### src/rtl/cam_lru_table.sv
`default_nettype none
// +------------------------------------------------------------------------+
// | Module  : cam_lru_table                                                |
// | Desc    : Fully associative key/value CAM with true-LRU replacement,   |
// |           hit-update writes, invalidate-by-key, eviction reporting and |
// |           a sequenced one-entry-per-cycle flush.                       |
// |           Optional: CAM_LRU_STATS_EN builds lookup hit/miss counters.  |
// | Rev     : 1.0  initial release                                         |
// +------------------------------------------------------------------------+
module cam_lru_table #(
  parameter int KEY_W = 16,
  parameter int VAL_W = 32,
  parameter int DEPTH = 8,
  parameter int IDX_W = $clog2(DEPTH)
) (
  input  logic             clk,
  input  logic             rst,
  input  logic             lkp_vld,
  input  logic [KEY_W-1:0] lkp_key,
  output logic             lkp_hit,
  output logic [IDX_W-1:0] lkp_idx,
  output logic [VAL_W-1:0] lkp_val,
  input  logic             wr_vld,
  input  logic [KEY_W-1:0] wr_key,
  input  logic [VAL_W-1:0] wr_val,
  input  logic             inv_vld,
  input  logic [KEY_W-1:0] inv_key,
  input  logic             flush_req,
  output logic             busy,
  output logic             evict_vld,
  output logic [KEY_W-1:0] evict_key,
  output logic [VAL_W-1:0] evict_val,
  output logic [IDX_W:0]   count,
  output logic [31:0]      stat_hits,
  output logic [31:0]      stat_misses
);

  localparam logic [0:0]       ST_IDLE  = 1'b0;
  localparam logic [0:0]       ST_FLUSH = 1'b1;
  localparam logic [IDX_W:0]   FULL_CNT = (IDX_W+1)'(DEPTH);
  localparam logic [IDX_W-1:0] LAST_IDX = IDX_W'(DEPTH-1);
  localparam logic [IDX_W-1:0] AGE_ONE  = IDX_W'(1);

  logic [0:0]       r_state;
  logic [IDX_W-1:0] r_ptr;
  logic [DEPTH-1:0] r_valid, w_valid_nxt;
  logic [IDX_W-1:0] r_age [DEPTH];
  logic [IDX_W-1:0] w_age_nxt [DEPTH];
  logic [KEY_W-1:0] r_key [DEPTH];
  logic [VAL_W-1:0] r_val [DEPTH];

  logic             w_idle, w_full, w_evict, w_lkp_ok;
  logic             w_lkp_hit, w_wr_hit, w_inv_hit;
  logic [IDX_W-1:0] w_lkp_idx, w_wr_idx, w_inv_idx, w_free_idx, w_lru_idx;
  logic [IDX_W:0]   w_count;
  logic             w_store, w_touch;
  logic [IDX_W-1:0] w_tgt;
  logic [IDX_W:0]   w_touch_lim;

  assign w_idle   = (r_state == ST_IDLE);
  assign w_full   = (w_count == FULL_CNT);
  assign w_lkp_ok = w_idle && lkp_vld && w_lkp_hit;
  assign w_evict  = w_idle && wr_vld && !w_wr_hit && w_full;
  assign busy     = (r_state == ST_FLUSH);
  assign count    = w_count;

  // Key match for all three ports, free/LRU slot search and population count
  always_comb begin
    w_lkp_hit = 1'b0; w_lkp_idx = '0;
    w_wr_hit  = 1'b0; w_wr_idx  = '0;
    w_inv_hit = 1'b0; w_inv_idx = '0;
    w_lru_idx = '0;   w_free_idx = '0;
    w_count   = '0;
    for (int i = 0; i < DEPTH; i++) begin
      if (r_valid[i] && r_key[i] == lkp_key) begin w_lkp_hit = 1'b1; w_lkp_idx = IDX_W'(i); end
      if (r_valid[i] && r_key[i] == wr_key)  begin w_wr_hit  = 1'b1; w_wr_idx  = IDX_W'(i); end
      if (r_valid[i] && r_key[i] == inv_key) begin w_inv_hit = 1'b1; w_inv_idx = IDX_W'(i); end
      if (r_valid[i] && r_age[i] == LAST_IDX) w_lru_idx = IDX_W'(i);
      w_count = w_count + (IDX_W+1)'(r_valid[i]);
    end
    // Descending scan so the lowest invalid index wins
    for (int i = DEPTH-1; i >= 0; i--) begin
      if (!r_valid[i]) w_free_idx = IDX_W'(i);
    end
  end

  // Next valid/age state: flush clear, or write > invalidate > lookup-touch
  always_comb begin
    w_valid_nxt = r_valid;
    w_age_nxt   = r_age;
    w_store     = 1'b0;
    w_touch     = 1'b0;
    w_tgt       = '0;
    w_touch_lim = '0;
    if (r_state == ST_FLUSH) begin
      w_valid_nxt[r_ptr] = 1'b0;
      w_age_nxt[r_ptr]   = '0;
    end else if (wr_vld) begin
      w_store = 1'b1;
      w_touch = 1'b1;
      if (w_wr_hit) begin
        w_tgt = w_wr_idx;   w_touch_lim = {1'b0, r_age[w_wr_idx]};
      end else if (!w_full) begin
        // Limit above every legal age: all valid entries age by one
        w_tgt = w_free_idx; w_touch_lim = FULL_CNT;
      end else begin
        w_tgt = w_lru_idx;  w_touch_lim = {1'b0, LAST_IDX};
      end
    end else if (inv_vld) begin
      if (w_inv_hit) begin
        for (int j = 0; j < DEPTH; j++) begin
          if (r_valid[j] && r_age[j] > r_age[w_inv_idx]) w_age_nxt[j] = r_age[j] - AGE_ONE;
        end
        w_valid_nxt[w_inv_idx] = 1'b0;
        w_age_nxt[w_inv_idx]   = '0;
      end
    end else if (lkp_vld && w_lkp_hit) begin
      w_touch = 1'b1;
      w_tgt = w_lkp_idx; w_touch_lim = {1'b0, r_age[w_lkp_idx]};
    end
    if (w_touch) begin
      for (int j = 0; j < DEPTH; j++) begin
        if (r_valid[j] && {1'b0, r_age[j]} < w_touch_lim) w_age_nxt[j] = r_age[j] + AGE_ONE;
      end
      w_valid_nxt[w_tgt] = 1'b1;
      w_age_nxt[w_tgt]   = '0;
    end
  end

  // Control state, valid/age arrays and registered lookup/evict outputs
  always_ff @(posedge clk or posedge rst) begin
    if (rst) begin
      r_state   <= ST_IDLE;
      r_ptr     <= '0;
      r_valid   <= '0;
      for (int i = 0; i < DEPTH; i++) r_age[i] <= '0;
      lkp_hit   <= 1'b0;
      lkp_idx   <= '0;
      lkp_val   <= '0;
      evict_vld <= 1'b0;
      evict_key <= '0;
      evict_val <= '0;
    end else begin
      r_valid <= w_valid_nxt;
      r_age   <= w_age_nxt;
      if (r_state == ST_IDLE) begin
        if (flush_req) begin
          r_state <= ST_FLUSH;
          r_ptr   <= '0;
        end
      end else begin
        r_ptr <= r_ptr + AGE_ONE;
        if (r_ptr == LAST_IDX) r_state <= ST_IDLE;
      end
      lkp_hit   <= w_lkp_ok;
      lkp_idx   <= w_lkp_ok ? w_lkp_idx : '0;
      lkp_val   <= w_lkp_ok ? r_val[w_lkp_idx] : '0;
      evict_vld <= w_evict;
      evict_key <= w_evict ? r_key[w_lru_idx] : '0;
      evict_val <= w_evict ? r_val[w_lru_idx] : '0;
    end
  end

  // Key/value storage is qualified by the valid bits, so it carries no reset
  always_ff @(posedge clk) begin
    if (w_store) begin
      r_key[w_tgt] <= wr_key;
      r_val[w_tgt] <= wr_val;
    end
  end

`ifdef CAM_LRU_STATS_EN
  logic [31:0] r_hits, r_misses;

  // Lookup statistics, cleared when a flush starts
  always_ff @(posedge clk or posedge rst) begin
    if (rst) begin
      r_hits   <= '0;
      r_misses <= '0;
    end else if (w_idle && flush_req) begin
      r_hits   <= '0;
      r_misses <= '0;
    end else if (w_idle && lkp_vld) begin
      if (w_lkp_hit) r_hits   <= r_hits + 32'd1;
      else           r_misses <= r_misses + 32'd1;
    end
  end

  assign stat_hits   = r_hits;
  assign stat_misses = r_misses;
`else
  assign stat_hits   = 32'h0;
  assign stat_misses = 32'h0;
`endif

endmodule
`default_nettype wire

### config.mk
export PLATFORM = sky130hd
export DESIGN_NAME = cam_lru_table
export DESIGN_NICKNAME = d
export VERILOG_FILES = /design/src/rtl/cam_lru_table.sv
export SDC_FILE = /design/constraint.sdc
export NUM_CORES = 2
export LEC_CHECK = 0
export BUFFER_PORTS_ARGS = -buffer_cell sky130_fd_sc_hd__buf_4
export CAP_MARGIN = 20
export CELL_PAD_IN_SITES_DETAIL_PLACEMENT = 1
export CELL_PAD_IN_SITES_GLOBAL_PLACEMENT = 1
export CORE_ASPECT_RATIO = 1.25
export CORE_UTILIZATION = 30
export DETAILED_ROUTE_END_ITERATION = 10
export GPL_TIMING_DRIVEN = 0
export PLACE_DENSITY_LB_ADDON = 0.08
export SYNTH_ARGS = -nofsm -noshare
export SYNTH_HDL_FRONTEND = slang
export SYNTH_SLANG_ARGS = --single-unit
### constraint.sdc
create_clock -name clk -period 9.1 [get_ports clk]
set_input_delay 1.365 -clock clk [delete_from_list [all_inputs] [get_ports clk]]
set_output_delay 1.365 -clock clk [all_outputs]
set_load 0.02 [all_outputs]
After elaboration in Yosys (flattened, before gate mapping). Memories as Yosys holds them, arrays and structs flattened. Index checks and enable logic that the tools add are counted.

Bits in registers: 121. Bits in latches: 0. RAM bits: 384. ROM bits: 0. Input bits: 86. Memories: 2.

$add $sub $neg: 24. $mul: 0. Div/mod/pow operators: 0. Order comparisons: 30. Equality and inequality tests: 33. Shift operators: 0. Multiplexer cells: 176. Bitwise operators: 17. Reductions and logical operators: 61.

Memory list: r_val (depth 8, width 32, rd ports 2, clocked after Yosys merged registers in 0, write ports 1, RTL line 50) `logic [VAL_W-1:0] r_val [DEPTH];`; r_key (depth 8, width 16, rd ports 9, clocked after Yosys merged registers in 0, write ports 1, RTL line 49) `logic [KEY_W-1:0] r_key [DEPTH];`.

Operator list (number): $eq 16x16->1 (24); $mux 3 (108); $mux 24 (5); $and 24x24->24 (3); $not 24->24 (3); $mux 32 (2); $logic_and 1x1->1 (59); $mux 1 (42); $mux 8 (5); $lt 3x4->1 (8); $add 3x1->3 const B (9); $bmux 3 s3 (3); $demux 3 s3 (3); $eq 3x3->1 const B (8); $gt 3x3->1 (8); $sub 3x1->3 const B (8); $ge 4x4->1 const B (5); $not 3->4 (5); $add 4x1->4 (4); $and 8x8->8 (2); $mux 16 (1); $mux 4 (4); $not 8->8 (2); $lt 3x4->1 const B (3); 11 further kinds (17).

Depth between registers and ports, before layout. An unclocked memory read counts as a cell.

Depth after elaboration: 30. Mapped depth: 23. Gate-level depth less buffers: 20.

Least setup slack after synthesis. Ideal clock, no wire load.

Path kind: reg2reg. Start: register r_valid[0]. End: memory r_key[4][0] (enable). Setup time: 0.574 ns. Arrival: 9.139 ns. Required time: 8.526 ns. Path slack: -0.613 ns. Stages on the path, launching flop included: 17. Buffers on the path: 0. Cell sequence: dfrtp_1 fa_1 inv_1 fa_1 fa_1 inv_1 ha_1 inv_1 fa_1 xnor2_1 nor4b_1 a21oi_1 o21ai_0 nor2_1 a21oi_1 nand2_1 nor4_1.

Elaborated cells between the ends (all ways): 34. Those cells by class: add/sub (7); eq/ne (1); mux (23); reduce/logical (3).

RTL lines: start: declaration (RTL line 46) `logic [DEPTH-1:0] r_valid, w_valid_nxt;`; start signal: assignment (RTL line 144) `r_valid <= w_valid_nxt;`; $add 1x1->2 (RTL line 79) `w_count = w_count + (IDX_W+1)'(r_valid[i]);`; $add 2x1->3 (RTL line 79); $add 3x1->4 (RTL line 79); $add 4x1->4 (4 in a row) (RTL line 79); net count[2] (RTL line 33) `output logic [IDX_W:0] count,`; $eq 4x4->1 (RTL line 61) `assign w_full = (w_count == FULL_CNT);`; $mux 3 (RTL line 103) `end else if (!w_full) begin`; $mux 3 (RTL line 101) `if (w_wr_hit) begin`; $mux 3 (RTL line 98) `end else if (wr_vld) begin`; $mux 3 (RTL line 95) `if (r_state == ST_FLUSH) begin`; end: declaration (RTL line 49).

The timed path passes the listed nets, and every way through them passes these cells.

==> results.json <==
{
  "synth.top_cell.area_share_pct": 36.8,
  "cp_max_fo": 10,
  "maxCapViolCount": 0,
  "cts_tree": "yes",
  "post_cts_buffers": 0,
  "finalNonFillerCells": 4998,
  "layout-drive-gt1-share_pct": 13.4,
  "synth_cell_types": 97,
  "synth_edf_count": 384,
  "worst_pin_slew_ns": 1.27,
  "grt_pass1_wl_um": 232000,
  "drt-total-wl_um": 169000,
  "min_from": "r_age[12]",
  "area_growth_pct": 19.8,
  "register_area_mm2": 0.0146,
  "outcome": "completed",
  "final_net_count": 3757,
  "hold_viol": 0,
  "p_total_mw": 6.79,
  "critPathLaunchType": "primary input",
  "antenna_found_initial": 9,
  "vias": 28200,
  "vias_per_cell": 5.64,
  "place.gp.congestion": 0.997,
  "hold_path_class": "flip-flop to flip-flop",
  "core-area_mm2": 0.104,
  "finalSetupViolCount": 0,
  "dpl_cell_area_mm2": 0.0356,
  "drc": 0,
  "setup_tns_ns": 0,
  "dieHeight_um": 364,
  "cts-buffers-inserted": 58,
  "postCtsResizedCells": 0,
  "grt_usage_pct": 31.3,
  "p_leak_nw": 13.9,
  "drt_iter0_markers": 1909,
  "grt_start_max_net_pins": 81,
  "final_cell_mix": "nand2_1 (613), edfxtp_1 (384), xnor2_1 (293)",
  "htreeDepth": 2,
  "place_inst": 4887,
  "grt_pass1_vias": 29800,
  "max_freq_mhz": 117,
  "rows": 132,
  "clock_skew_ns": 0.0199,
  "synthCells": 3267,
  "clk_latency_ns": 0.67,
  "fin_crit_ns": 8.53,
  "grt_overflow": 0,
  "rsz0062_at_grt": "false",
  "ys_top_cells_by_area": "edfxtp_1 (37%), dfrtp_1 (9.7%), xnor2_1 (8.2%)",
  "hold_buffers": 0,
  "end_kind": "flip-flop",
  "startpoint": "lkp_key[13]",
  "min_period_over_period_pct": 93.7,
  "n_fill_cell": 11700,
  "yosysSeqAreaShare_pct": 46.4,
  "async_reset_ff_share_pct": 24.0,
  "wl_per_cell_um": 33.8,
  "rr_startpoint": "r_key[3][2]",
  "port_buffers": 142,
  "syn_avg_cell_area_um2": 9.60,
  "power_density_mw_per_mm2": 181,
  "ant_nets": 0,
  "io_pins": 240,
  "ir_drop_mv": 0.136,
  "multi_input_area_mm2": 0.0157,
  "yosysTopAreaCell": "edfxtp_1",
  "worstPathArrival_ns": 9.02,
  "initial_core_util_pct": 30.3,
  "syn_area_mm2": 0.0314,
  "root_buffer": "clkbuf_16",
  "crit_required_ns": 9.59,
  "clk_pin_slew_ns": 0.06,
  "dr.pass1.iters": 7,
  "ys_ff_latch": 505,
  "clock_path_buffers": 3,
  "design_area_mm2": 0.0376,
  "dp_hpwl_um": 130000,
  "final_common_cell": "nand2_1",
  "slew_viol_final": 0,
  "slew_headroom_pct": 15.6,
  "synth_flop_cell": "edfxtp_1",
  "die_w_um": 291,
  "crit_type": "primary input to flip-flop",
  "synth_warnings": 0,
  "cts_sinks": 505,
  "die_area_mm2": 0.106
}
worst paths after layout:
path / end / cells past startpoint / slack [ns]
worst min-delay path: r_age[12] / 2 / 0.65
min in group asynchronous: r_valid[5] / 2 / 0.76
worst max register to register: r_age[8] / 22 / 1.43
max in group asynchronous: evict_val[31] / 3 / 7.43
worst min register to register: r_age[12] / 2 / 0.65
worst max-delay path: r_age[8] / 23 / 0.57
stage by stage:
| stage | setup WS (ns) | util, % | hold WS [ns] |
|---|---|---|---|
| 4_1_cts | 0.633 | 36.3 | 0.657 |
| 5_1_grt | 0.336 | 36.3 | 0.673 |
| 6_report | 0.571 | 36.3 | 0.651 |
| 2_1_floorplan | 0.524 | - | 0.549 |
| 3_3_place_gp | -6.42 | 33.2 | 0.629 |
| 3_5_place_dp | -0.0140 | 34.4 | 0.648 |
cell families after synthesis:
logic type,after synthesis,share of synthesized area (%)
adder cells (fa/ha/maj),65,2.68
buffers and inverters,320,4.77
flip-flops,505,46.4
XOR/XNOR,390,10.9
AND/OR/NAND/NOR,1413,21.3
multiplexers,130,4.31
AO/OA/AOI/OAI,443,9.65
other,1,0.0120
metal layers:
metal	vias up	track usage [%]	share of wire [%]	wire [um]
li1	12300	-	-	-
met1	14300	35.1	38	64600
met2	1115	56.2	50	84600
met3	434	4.26	4.8	8080
met4	12	18.8	6.8	11500
met5	-	0	0.050	84
cell type report:
class,instances,share of cell area [%]
multi-input cells,2505,41.7
flip-flops and latches,505,38.7
repair buffers,217,5.78
clock buffers,86,4.46
well taps,1340,4.46
plain buffers,263,3.41
clock inverters,24,0.865
inverters,57,0.582
diodes,1,0.00666
registers in the layout, indices dropped and copies added, names as in the netlist:
name,flops
lkp_val,32
evict_vld,1
r_val,256
r_age,24
evict_key,16
lkp_idx,3
r_ptr,3
r_valid,8
busy,1
evict_val,32
lkp_hit,1
r_key,128
where the power goes:
| part | switching, mW | internal [mW] | leakage [nW] | total (mW) |
|---|---|---|---|---|
| combinational | 1.03 | 0.538 | 7.81 | 1.57 |
| sequential | 0.176 | 2.56 | 5.12 | 2.74 |
| clock | 1.04 | 1.45 | 0.973 | 2.49 |
| total | 2.24 | 4.55 | 13.9 | 6.79 |
Yosys cell counts, types with 12 or more instances:
master	count
o211ai_1	15
o21ai_0	56
buf_1	19
a21oi_1	126
nand2_1	613
nor2_1	245
mux2_2	35
nor4_1	46
clkbuf_1	155
nor3_1	27
a311oi_1	51
or3_1	14
buf_4	66
nand4_1	89
a31oi_1	59
ha_1	60
xnor2_1	293
nand2b_1	13
and4_1	18
nor2b_1	13
or2_2	14
buf_2	20
nand4b_1	13
nand3b_1	12
nand3_1	165
a211oi_1	40
edfxtp_1	384
mux2i_1	93
inv_1	54
dfrtp_1	121
or4_1	25
xor2_1	97
and3_1	65
critical path: stages:
cell and delay, ns:
clkbuf_1 0.83, xor2_1 0.17, or4_1 0.57, nor2_1 0.11, or4b_1 0.59, nor2b_1 0.28, o211ai_1 0.50, clkbuf_1 0.71
clkbuf_1 0.78, nand2_1 0.15, o21ai_0 0.17, nor2_1 0.07, a211oi_1 0.28, a21oi_1 0.07, o21ai_0 0.19, o21ai_1 0.28
buf_4 0.27, ha_1 0.27, o21ai_0 0.14, a21oi_1 0.05, o21ai_0 0.77, nor2b_1 0.30, a311oi_1 0.07
(Power assumes the default switching activity.)
